$ cat config.mk
export PLATFORM = sky130hd
export DESIGN_NAME = env_cond_supervisor
export DESIGN_NICKNAME = d
export VERILOG_FILES = /design/src/rtl/env_sup_pkg.sv /design/src/rtl/env_sup_classifier.sv /design/src/rtl/env_cond_supervisor.sv
export SDC_FILE = /design/constraint.sdc
export NUM_CORES = 1
export LEC_CHECK = 0
export ABC_AREA = 1
export CELL_PAD_IN_SITES_DETAIL_PLACEMENT = 1
export CELL_PAD_IN_SITES_GLOBAL_PLACEMENT = 1
export CORE_AREA = 2 2 63 65
export CTS_BUF_LIST = sky130_fd_sc_hd__clkbuf_8
export CTS_CLUSTER_SIZE = 12
export DETAILED_ROUTE_END_ITERATION = 6
export DIE_AREA = 0 0 65 67
export HOLD_SLACK_MARGIN = 0.03
export PLACE_DENSITY_LB_ADDON = 0.15
export SYNTH_ARGS = -nofsm -noshare
export SYNTH_HDL_FRONTEND = slang
export SYNTH_SLANG_ARGS = --single-unit
$ cat constraint.sdc
create_clock -name CLK -period 2.34 [get_ports CLK]
set_input_delay 0.702 -clock CLK [delete_from_list [all_inputs] [get_ports CLK]]
set_output_delay 0.702 -clock CLK [all_outputs]
set_load 0.02 [all_outputs]
$ cat src/rtl/env_sup_pkg.sv
// Shared types and default thresholds for the environmental-condition supervisor.
package env_sup_pkg;

  typedef enum logic [1:0] {
    LVL_NORMAL  = 2'd0,
    LVL_CAUTION = 2'd1,
    LVL_SEVERE  = 2'd2,
    LVL_EMERG   = 2'd3
  } level_e;

  localparam int DEF_WIND_W       = 6;
  localparam int DEF_TEMP_W       = 8;
  localparam int DEF_DEBOUNCE     = 3;
  localparam int DEF_WIND_CAUTION = 10;
  localparam int DEF_WIND_SEVERE  = 15;
  localparam int DEF_WIND_EMERG   = 20;
  localparam int DEF_TEMP_SEVERE  = 35;
  localparam int DEF_TEMP_EMERG   = 40;
  localparam int DEF_CNT_W        = 8;

  function automatic level_e lvl_dec(input level_e l);
    return level_e'(l - 2'd1);
  endfunction

endpackage

$ cat src/rtl/env_sup_classifier.sv
// Combinational mapping of one sensor sample onto a hazard level.
module env_classifier
  import env_sup_pkg::*;
#(
  parameter int WIND_W       = DEF_WIND_W,
  parameter int TEMP_W       = DEF_TEMP_W,
  parameter int WIND_CAUTION = DEF_WIND_CAUTION,
  parameter int WIND_SEVERE  = DEF_WIND_SEVERE,
  parameter int WIND_EMERG   = DEF_WIND_EMERG,
  parameter int TEMP_SEVERE  = DEF_TEMP_SEVERE,
  parameter int TEMP_EMERG   = DEF_TEMP_EMERG
) (
  input  logic                     thunderstorm_i,
  input  logic [WIND_W-1:0]        wind_i,
  input  logic [1:0]               vis_i,
  input  logic signed [TEMP_W-1:0] temp_i,
  output level_e                   level_o
);

  // Both operands signed so the temperature comparisons stay two's complement.
  localparam logic signed [TEMP_W-1:0] T_SEV_HI = TEMP_W'(TEMP_SEVERE);
  localparam logic signed [TEMP_W-1:0] T_SEV_LO = TEMP_W'(-TEMP_SEVERE);
  localparam logic signed [TEMP_W-1:0] T_EMG_HI = TEMP_W'(TEMP_EMERG);
  localparam logic signed [TEMP_W-1:0] T_EMG_LO = TEMP_W'(-TEMP_EMERG);
  localparam logic [WIND_W-1:0] W_CAU = WIND_W'(WIND_CAUTION);
  localparam logic [WIND_W-1:0] W_SEV = WIND_W'(WIND_SEVERE);
  localparam logic [WIND_W-1:0] W_EMG = WIND_W'(WIND_EMERG);

  logic is_emerg, is_severe, is_caution;

  always_comb begin
    is_emerg   = (temp_i < T_EMG_LO) || (temp_i > T_EMG_HI) || (wind_i > W_EMG);
    is_severe  = thunderstorm_i || (temp_i < T_SEV_LO) || (temp_i > T_SEV_HI) ||
                 (wind_i > W_SEV) || (vis_i == 2'd3);
    is_caution = (wind_i > W_CAU) || (vis_i == 2'd1) || (vis_i == 2'd2);
    level_o    = LVL_NORMAL;
    if (is_emerg)        level_o = LVL_EMERG;
    else if (is_severe)  level_o = LVL_SEVERE;
    else if (is_caution) level_o = LVL_CAUTION;
  end

endmodule

$ cat src/rtl/env_cond_supervisor.sv
// Hazard-level FSM with debounced de-escalation and emergency-entry counter.
// Optional ENV_SUP_ACK_EN: crew ack may release EMERGENCY down to SEVERE.
module env_cond_supervisor
  import env_sup_pkg::*;
#(
  parameter int WIND_W       = DEF_WIND_W,
  parameter int TEMP_W       = DEF_TEMP_W,
  parameter int DEBOUNCE     = DEF_DEBOUNCE,
  parameter int WIND_CAUTION = DEF_WIND_CAUTION,
  parameter int WIND_SEVERE  = DEF_WIND_SEVERE,
  parameter int WIND_EMERG   = DEF_WIND_EMERG,
  parameter int TEMP_SEVERE  = DEF_TEMP_SEVERE,
  parameter int TEMP_EMERG   = DEF_TEMP_EMERG,
  parameter int CNT_W        = DEF_CNT_W
) (
  input  logic                     CLK,
  input  logic                     RST,
  input  logic                     sample_valid,
  input  logic                     thunderstorm,
  input  logic [WIND_W-1:0]        wind,
  input  logic [1:0]               visibility,
  input  logic signed [TEMP_W-1:0] temperature,
  input  logic                     ack,
  output logic [1:0]               state,
  output logic                     severe_weather,
  output logic                     emergency_landing_alert,
  output logic                     state_changed,
  output logic [CNT_W-1:0]         emerg_count
);

  localparam int DB_W = $clog2(DEBOUNCE + 1);
  localparam logic [DB_W-1:0] DB_LAST = DB_W'(DEBOUNCE - 1);

  level_e            lvl;
  level_e            state_q, state_d;
  logic [DB_W-1:0]   deb_q, deb_d;
  logic [CNT_W-1:0]  cnt_q, cnt_d;
  logic              severe_q, alert_q, chg_q;

  env_classifier #(
    .WIND_W(WIND_W), .TEMP_W(TEMP_W),
    .WIND_CAUTION(WIND_CAUTION), .WIND_SEVERE(WIND_SEVERE), .WIND_EMERG(WIND_EMERG),
    .TEMP_SEVERE(TEMP_SEVERE), .TEMP_EMERG(TEMP_EMERG)
  ) u_cls (
    .thunderstorm_i(thunderstorm),
    .wind_i        (wind),
    .vis_i         (visibility),
    .temp_i        (temperature),
    .level_o       (lvl)
  );

`ifndef ENV_SUP_ACK_EN
  logic ack_unused;
  assign ack_unused = ack;
`endif

  always_comb begin
    state_d = state_q;
    deb_d   = deb_q;
    cnt_d   = cnt_q;
    if (sample_valid) begin
      if (state_q == LVL_EMERG) begin
`ifdef ENV_SUP_ACK_EN
        if (ack && (lvl != LVL_EMERG)) begin
          state_d = LVL_SEVERE;
          deb_d   = '0;
        end
`endif
      end else if (lvl > state_q) begin
        state_d = lvl;
        deb_d   = '0;
      end else if (lvl < state_q) begin
        // Only step one level per completed run, regardless of how low the sample is.
        if (deb_q == DB_LAST) begin
          state_d = lvl_dec(state_q);
          deb_d   = '0;
        end else begin
          deb_d = deb_q + DB_W'(1);
        end
      end else begin
        deb_d = '0;
      end
    end
    if ((state_d == LVL_EMERG) && (state_q != LVL_EMERG) && (cnt_q != '1))
      cnt_d = cnt_q + CNT_W'(1);
  end

  always_ff @(posedge CLK or posedge RST) begin
    if (RST) begin
      state_q  <= LVL_NORMAL;
      deb_q    <= '0;
      cnt_q    <= '0;
      severe_q <= 1'b0;
      alert_q  <= 1'b0;
      chg_q    <= 1'b0;
    end else begin
      state_q  <= state_d;
      deb_q    <= deb_d;
      cnt_q    <= cnt_d;
      severe_q <= (state_d >= LVL_SEVERE);
      alert_q  <= (state_d == LVL_EMERG);
      chg_q    <= (state_d != state_q);
    end
  end

  assign state                   = state_q;
  assign severe_weather          = severe_q;
  assign emergency_landing_alert = alert_q;
  assign state_changed           = chg_q;
  assign emerg_count             = cnt_q;

endmodule

==> flow_results.xml <==
<?xml version="1.0" encoding="UTF-8"?>
<metrics>
  <group name="critical_path">
    <metric name="critical_path.endpoint_type" unit="">register</metric>
    <metric name="startpoint_of_the_most_critical_register_to_register_path" unit="">state[1]$_DFF_PP0_</metric>
    <metric name="ff2ff_path_depth" unit="">12</metric>
    <metric name="rrSetupSlack" unit="ns">0.32</metric>
    <metric name="timing.critical_path.required" unit="ns">2.47</metric>
    <metric name="worst-path-max-fanout" unit="">8</metric>
    <metric name="timing.setup.critical_path_class" unit="">in2reg</metric>
    <metric name="critical_path.reg2reg.endpoint" unit="">emerg_count[2]$_DFFE_PP0P_</metric>
    <metric name="cp-start-kind" unit="">input port</metric>
    <metric name="worst-endpoint-arrival" unit="ns">2.56</metric>
  </group>
  <group name="floorplan">
    <metric name="core_ar" unit="sq um">3606</metric>
    <metric name="initial_core_util" unit="%">32.82</metric>
    <metric name="die_h" unit="um">67</metric>
    <metric name="die_width" unit="um">65</metric>
    <metric name="rows" unit="">22</metric>
    <metric name="boundaryPins" unit="">34</metric>
    <metric name="fp.dieArea" unit="sq um">4355</metric>
  </group>
  <group name="logic_synthesis">
    <metric name="syn-num-nets" unit="">188</metric>
    <metric name="synth_edf_count" unit="">0</metric>
    <metric name="synth_area_leaders" unit="">sky130_fd_sc_hd__dfrtp_1 32%, sky130_fd_sc_hd__nand2_1 16%, sky130_fd_sc_hd__nand4_1 5.3%, sky130_fd_sc_hd__nand3_1 5.1%, sky130_fd_sc_hd__inv_1 4.8%</metric>
    <metric name="post_synth_most_frequent_cells" unit="">50 x sky130_fd_sc_hd__nand2_1, 15 x sky130_fd_sc_hd__dfrtp_1, 15 x sky130_fd_sc_hd__inv_1, 12 x sky130_fd_sc_hd__nand3_1, 11 x sky130_fd_sc_hd__nor2_1</metric>
    <metric name="area_fraction_of_the_dominant_cell_type_after_synthesis" unit="%">31.71</metric>
    <metric name="synth-seq-area-share" unit="%">31.71</metric>
    <metric name="ys_async_sr_fraction" unit="%">100.0</metric>
    <metric name="synth_seq_cells" unit="">15</metric>
    <metric name="synth.cell_area" unit="sq um">1184</metric>
    <metric name="synth.distinct_cells" unit="">26</metric>
    <metric name="synth_area_leader_cell" unit="">sky130_fd_sc_hd__dfrtp_1</metric>
    <metric name="syn_area_per_cell" unit="sq um">7.262</metric>
    <metric name="synthesized_netlist_cell_count" unit="">163</metric>
    <metric name="synth.most_common_cell" unit="">sky130_fd_sc_hd__nand2_1</metric>
    <metric name="yosys_most_used_dff" unit="">sky130_fd_sc_hd__dfrtp_1</metric>
    <metric name="synth.yosys.warnings" unit="">0</metric>
  </group>
  <group name="drt">
    <metric name="mean_routed_wirelength_per_cell" unit="um">14.20</metric>
    <metric name="detail_route.drc_violations" unit="">0</metric>
    <metric name="detailedRoute.firstIterationViolations" unit="">22</metric>
    <metric name="finalWirelength" unit="um">3820</metric>
    <metric name="drtAntennaViolNets" unit="">0</metric>
    <metric name="route.vias.total" unit="">1265</metric>
    <metric name="viasPerCell" unit="">4.703</metric>
    <metric name="detailedRoute.firstPassIterationCount" unit="">4</metric>
  </group>
  <group name="power">
    <metric name="power.density" unit="nW/um^2">1032</metric>
    <metric name="power.leakage" unit="nW">0.9483</metric>
    <metric name="post_layout_power" unit="mW">2.018</metric>
    <metric name="vdd.ir_drop.worst" unit="uV">676.9</metric>
  </group>
  <group name="clock_network">
    <metric name="cts-buffers-inserted" unit="">3</metric>
    <metric name="cts_hold_repair.buffers" unit="">0</metric>
    <metric name="numClockSinks" unit="">15</metric>
    <metric name="clock_insertion_delay_worst_skew" unit="ns">0.24</metric>
    <metric name="cts.reportedPaths.clkPinSlew" unit="ns">0.06</metric>
    <metric name="ctsLongestPathBuffers" unit="">2</metric>
    <metric name="cts_tree" unit="">built</metric>
    <metric name="clock_tree.root_cell" unit="">sky130_fd_sc_hd__clkbuf_8</metric>
    <metric name="cts_htree_levels" unit="">1</metric>
  </group>
  <group name="final_layout">
    <metric name="filler_cell_count" unit="">443</metric>
    <metric name="nets" unit="">247</metric>
    <metric name="drive_above_1_share" unit="%">49.32</metric>
    <metric name="area_growth" unit="%">65.22</metric>
    <metric name="antennaDiodeCount" unit="">0</metric>
    <metric name="seq_area" unit="sq um">375.4</metric>
    <metric name="multi_input_area" unit="sq um">860.8</metric>
    <metric name="final_area" unit="sq um">1956</metric>
  </group>
  <group name="hold_path">
    <metric name="holdPathEnd" unit="">emerg_count[1]$_DFFE_PP0P_</metric>
    <metric name="hold_path.startpoint" unit="">emerg_count[1]$_DFFE_PP0P_</metric>
    <metric name="hold_path_class" unit="">reg2reg</metric>
    <metric name="whs_path_depth" unit="">2</metric>
  </group>
  <group name="global_routing">
    <metric name="grt_pass1_wl" unit="um">6141</metric>
    <metric name="global_route_total_usage_across_every_layer" unit="%">18.48</metric>
    <metric name="sum_of_overflow_across_all_layers_after_global_routing" unit="">0</metric>
    <metric name="number_of_global_route_vias_before_repair" unit="">1345</metric>
    <metric name="grt_start_max_net_pins" unit="">16</metric>
    <metric name="initial_antenna_violation_count" unit="">0</metric>
  </group>
  <group name="sta">
    <metric name="drv_slew" unit="">0</metric>
    <metric name="relSlewSlack" unit="%">61.14</metric>
    <metric name="tightestPinTransition" unit="ns">0.5823</metric>
    <metric name="finalWorstPathRequiredPeriod" unit="ns">2.427</metric>
    <metric name="share_of_the_clock_period_used_by_the_worst_path" unit="%">103.7</metric>
    <metric name="hold_slack" unit="ns">0.5500</metric>
    <metric name="rsz0062_at_grt" unit="">yes</metric>
    <metric name="setup_viol" unit="">10</metric>
    <metric name="fin_worst_setup_slack" unit="ns">-0.08661</metric>
    <metric name="maxClockFrequency" unit="GHz">0.4121</metric>
    <metric name="clock-skew-final" unit="ns">0.001476</metric>
    <metric name="hold_violations" unit="">0</metric>
  </group>
  <group name="placement">
    <metric name="placedInstanceArea" unit="sq um">1647</metric>
    <metric name="buffer_ports.inserted" unit="">32</metric>
    <metric name="rd_place_congestion" unit="">0.7825</metric>
    <metric name="detailedPlacementHpwl" unit="um">2645</metric>
  </group>
  <group name="outcome">
    <metric name="violations" unit="">negative setup slack</metric>
    <metric name="status" unit="">finished with violations</metric>
  </group>
  <group name="flow_run">
    <metric name="max-cap-violations" unit="">0</metric>
  </group>
</metrics>
## logic make-up (layout without fill, tap and decap cells)
| group | count (synthesis) | after routing | share of synthesized area [%] |
|---|---|---|---|
| compound gates | 9 | 9 | 5.919 |
| xor+xnor | 6 | 6 | 4.441 |
| fa+ha+maj | 4 | 4 | 4.228 |
| buf+inv | 27 | 85 | 9.830 |
| flops | 15 | 15 | 31.71 |
| simple gates | 102 | 102 | 43.87 |
## layer usage
layer  part of all wire [%]  routed length, um  vias to the layer above  GRT usage [%]
met2                     54               2069                       24          34.28
li1                       -                  -                      635              -
met5                      0                  0                        -              0
met3                    2.9                109                        6          3.041
met1                     42               1589                      600          21.45
met4                    1.3                 51                        0          6.117
## final cells by class
type	instances	share of cell area (%)
Multi-Input combinational cell	121	44.02
Timing Repair Buffer	56	25.40
Sequential cell	15	19.19
Inverter	25	6.014
Tap cell	48	3.071
Clock buffer	3	2.111
Clock inverter	1	0.1919
## critical path, cell delays in order
cell,delay [ns]
sky130_fd_sc_hd__buf_8,0.11
sky130_fd_sc_hd__inv_8,0.06
sky130_fd_sc_hd__nand2_8,0.05
sky130_fd_sc_hd__a211oi_4,0.28
sky130_fd_sc_hd__nand3_2,0.13
sky130_fd_sc_hd__nand2_2,0.07
sky130_fd_sc_hd__inv_2,0.04
sky130_fd_sc_hd__ha_4,0.15
sky130_fd_sc_hd__inv_2,0.04
sky130_fd_sc_hd__nand2_2,0.05
sky130_fd_sc_hd__nand2_4,0.09
sky130_fd_sc_hd__nand2_4,0.06
sky130_fd_sc_hd__buf_4,0.13
sky130_fd_sc_hd__nand3_2,0.08
sky130_fd_sc_hd__nand3_4,0.10
sky130_fd_sc_hd__nand2_8,0.11
sky130_fd_sc_hd__nand3_4,0.15
sky130_fd_sc_hd__nand2_2,0.10
sky130_fd_sc_hd__nand2_1,0.06
## report_power, final
part,switching [mW],internal [mW],total [mW],leakage [nW]
clock network,0.0885,0.116,0.205,0.0269
logic,0.719,0.615,1.33,0.728
registers,0.126,0.354,0.480,0.193
## what timing repair did
action                                  4_1_cts  5_1_grt
gates resized for setup                     100       25
buffers inserted                              9        6
endpoints found under the setup margin       15       12
pin swaps                                    37       25
hold endpoints to repair                      0        0
## registers in the layout, summed over array words and instances, names as in the netlist
| signal | count |
|---|---|
| emerg_count | 8 |
| deb_q | 2 |
| state | 2 |
| emergency_landing_alert | 1 |
| severe_weather | 1 |
| state_changed | 1 |
## worst max-delay path by stage
stage	startpoint	end	slack, ns	cells after the start
floorplan	wind[5]	emerg_count[2]$_DFFE_PP0P_	-0.005	19
global placement	wind[5]	emerg_count[7]$_DFFE_PP0P_	-0.80	19
detailed placement	wind[5]	emerg_count[5]$_DFFE_PP0P_	-0.88	17
CTS	temperature[1]	emerg_count[2]$_DFFE_PP0P_	-0.12	21
global route	wind[1]	emerg_count[0]$_DFFE_PP0P_	-0.22	20
finish	wind[4]	emerg_count[2]$_DFFE_PP0P_	-0.09	19
## placed cells by master (no fill, tap or decap), drive strengths merged, types with 2 or more instances in the layout
| cell | instances |
|---|---|
| buf | 38 |
| o21ai | 5 |
| ha | 4 |
| xor2 | 3 |
| dfrtp | 15 |
| nand2 | 58 |
| clkdlybuf4s15 | 2 |
| nand3 | 17 |
| clkbuf | 3 |
| nand4 | 10 |
| clkdlybuf4s50 | 15 |
| nor2 | 15 |
| inv | 25 |
| xnor2 | 3 |
## stage by stage
step                setup TNS (ns)  util [%]  setup WS (ns)  instances
global route                -1.989     54.23        -0.2209        269
floorplan                 -0.03138         -      -0.004838        163
global placement            -9.697     45.66        -0.7950        250
CTS                        -0.9062     50.87        -0.1209        263
finish                     -0.7208     54.23       -0.08661        269
detailed placement          -10.94     45.66        -0.8800        250
Note: power is estimated with default switching activity, not from simulation.
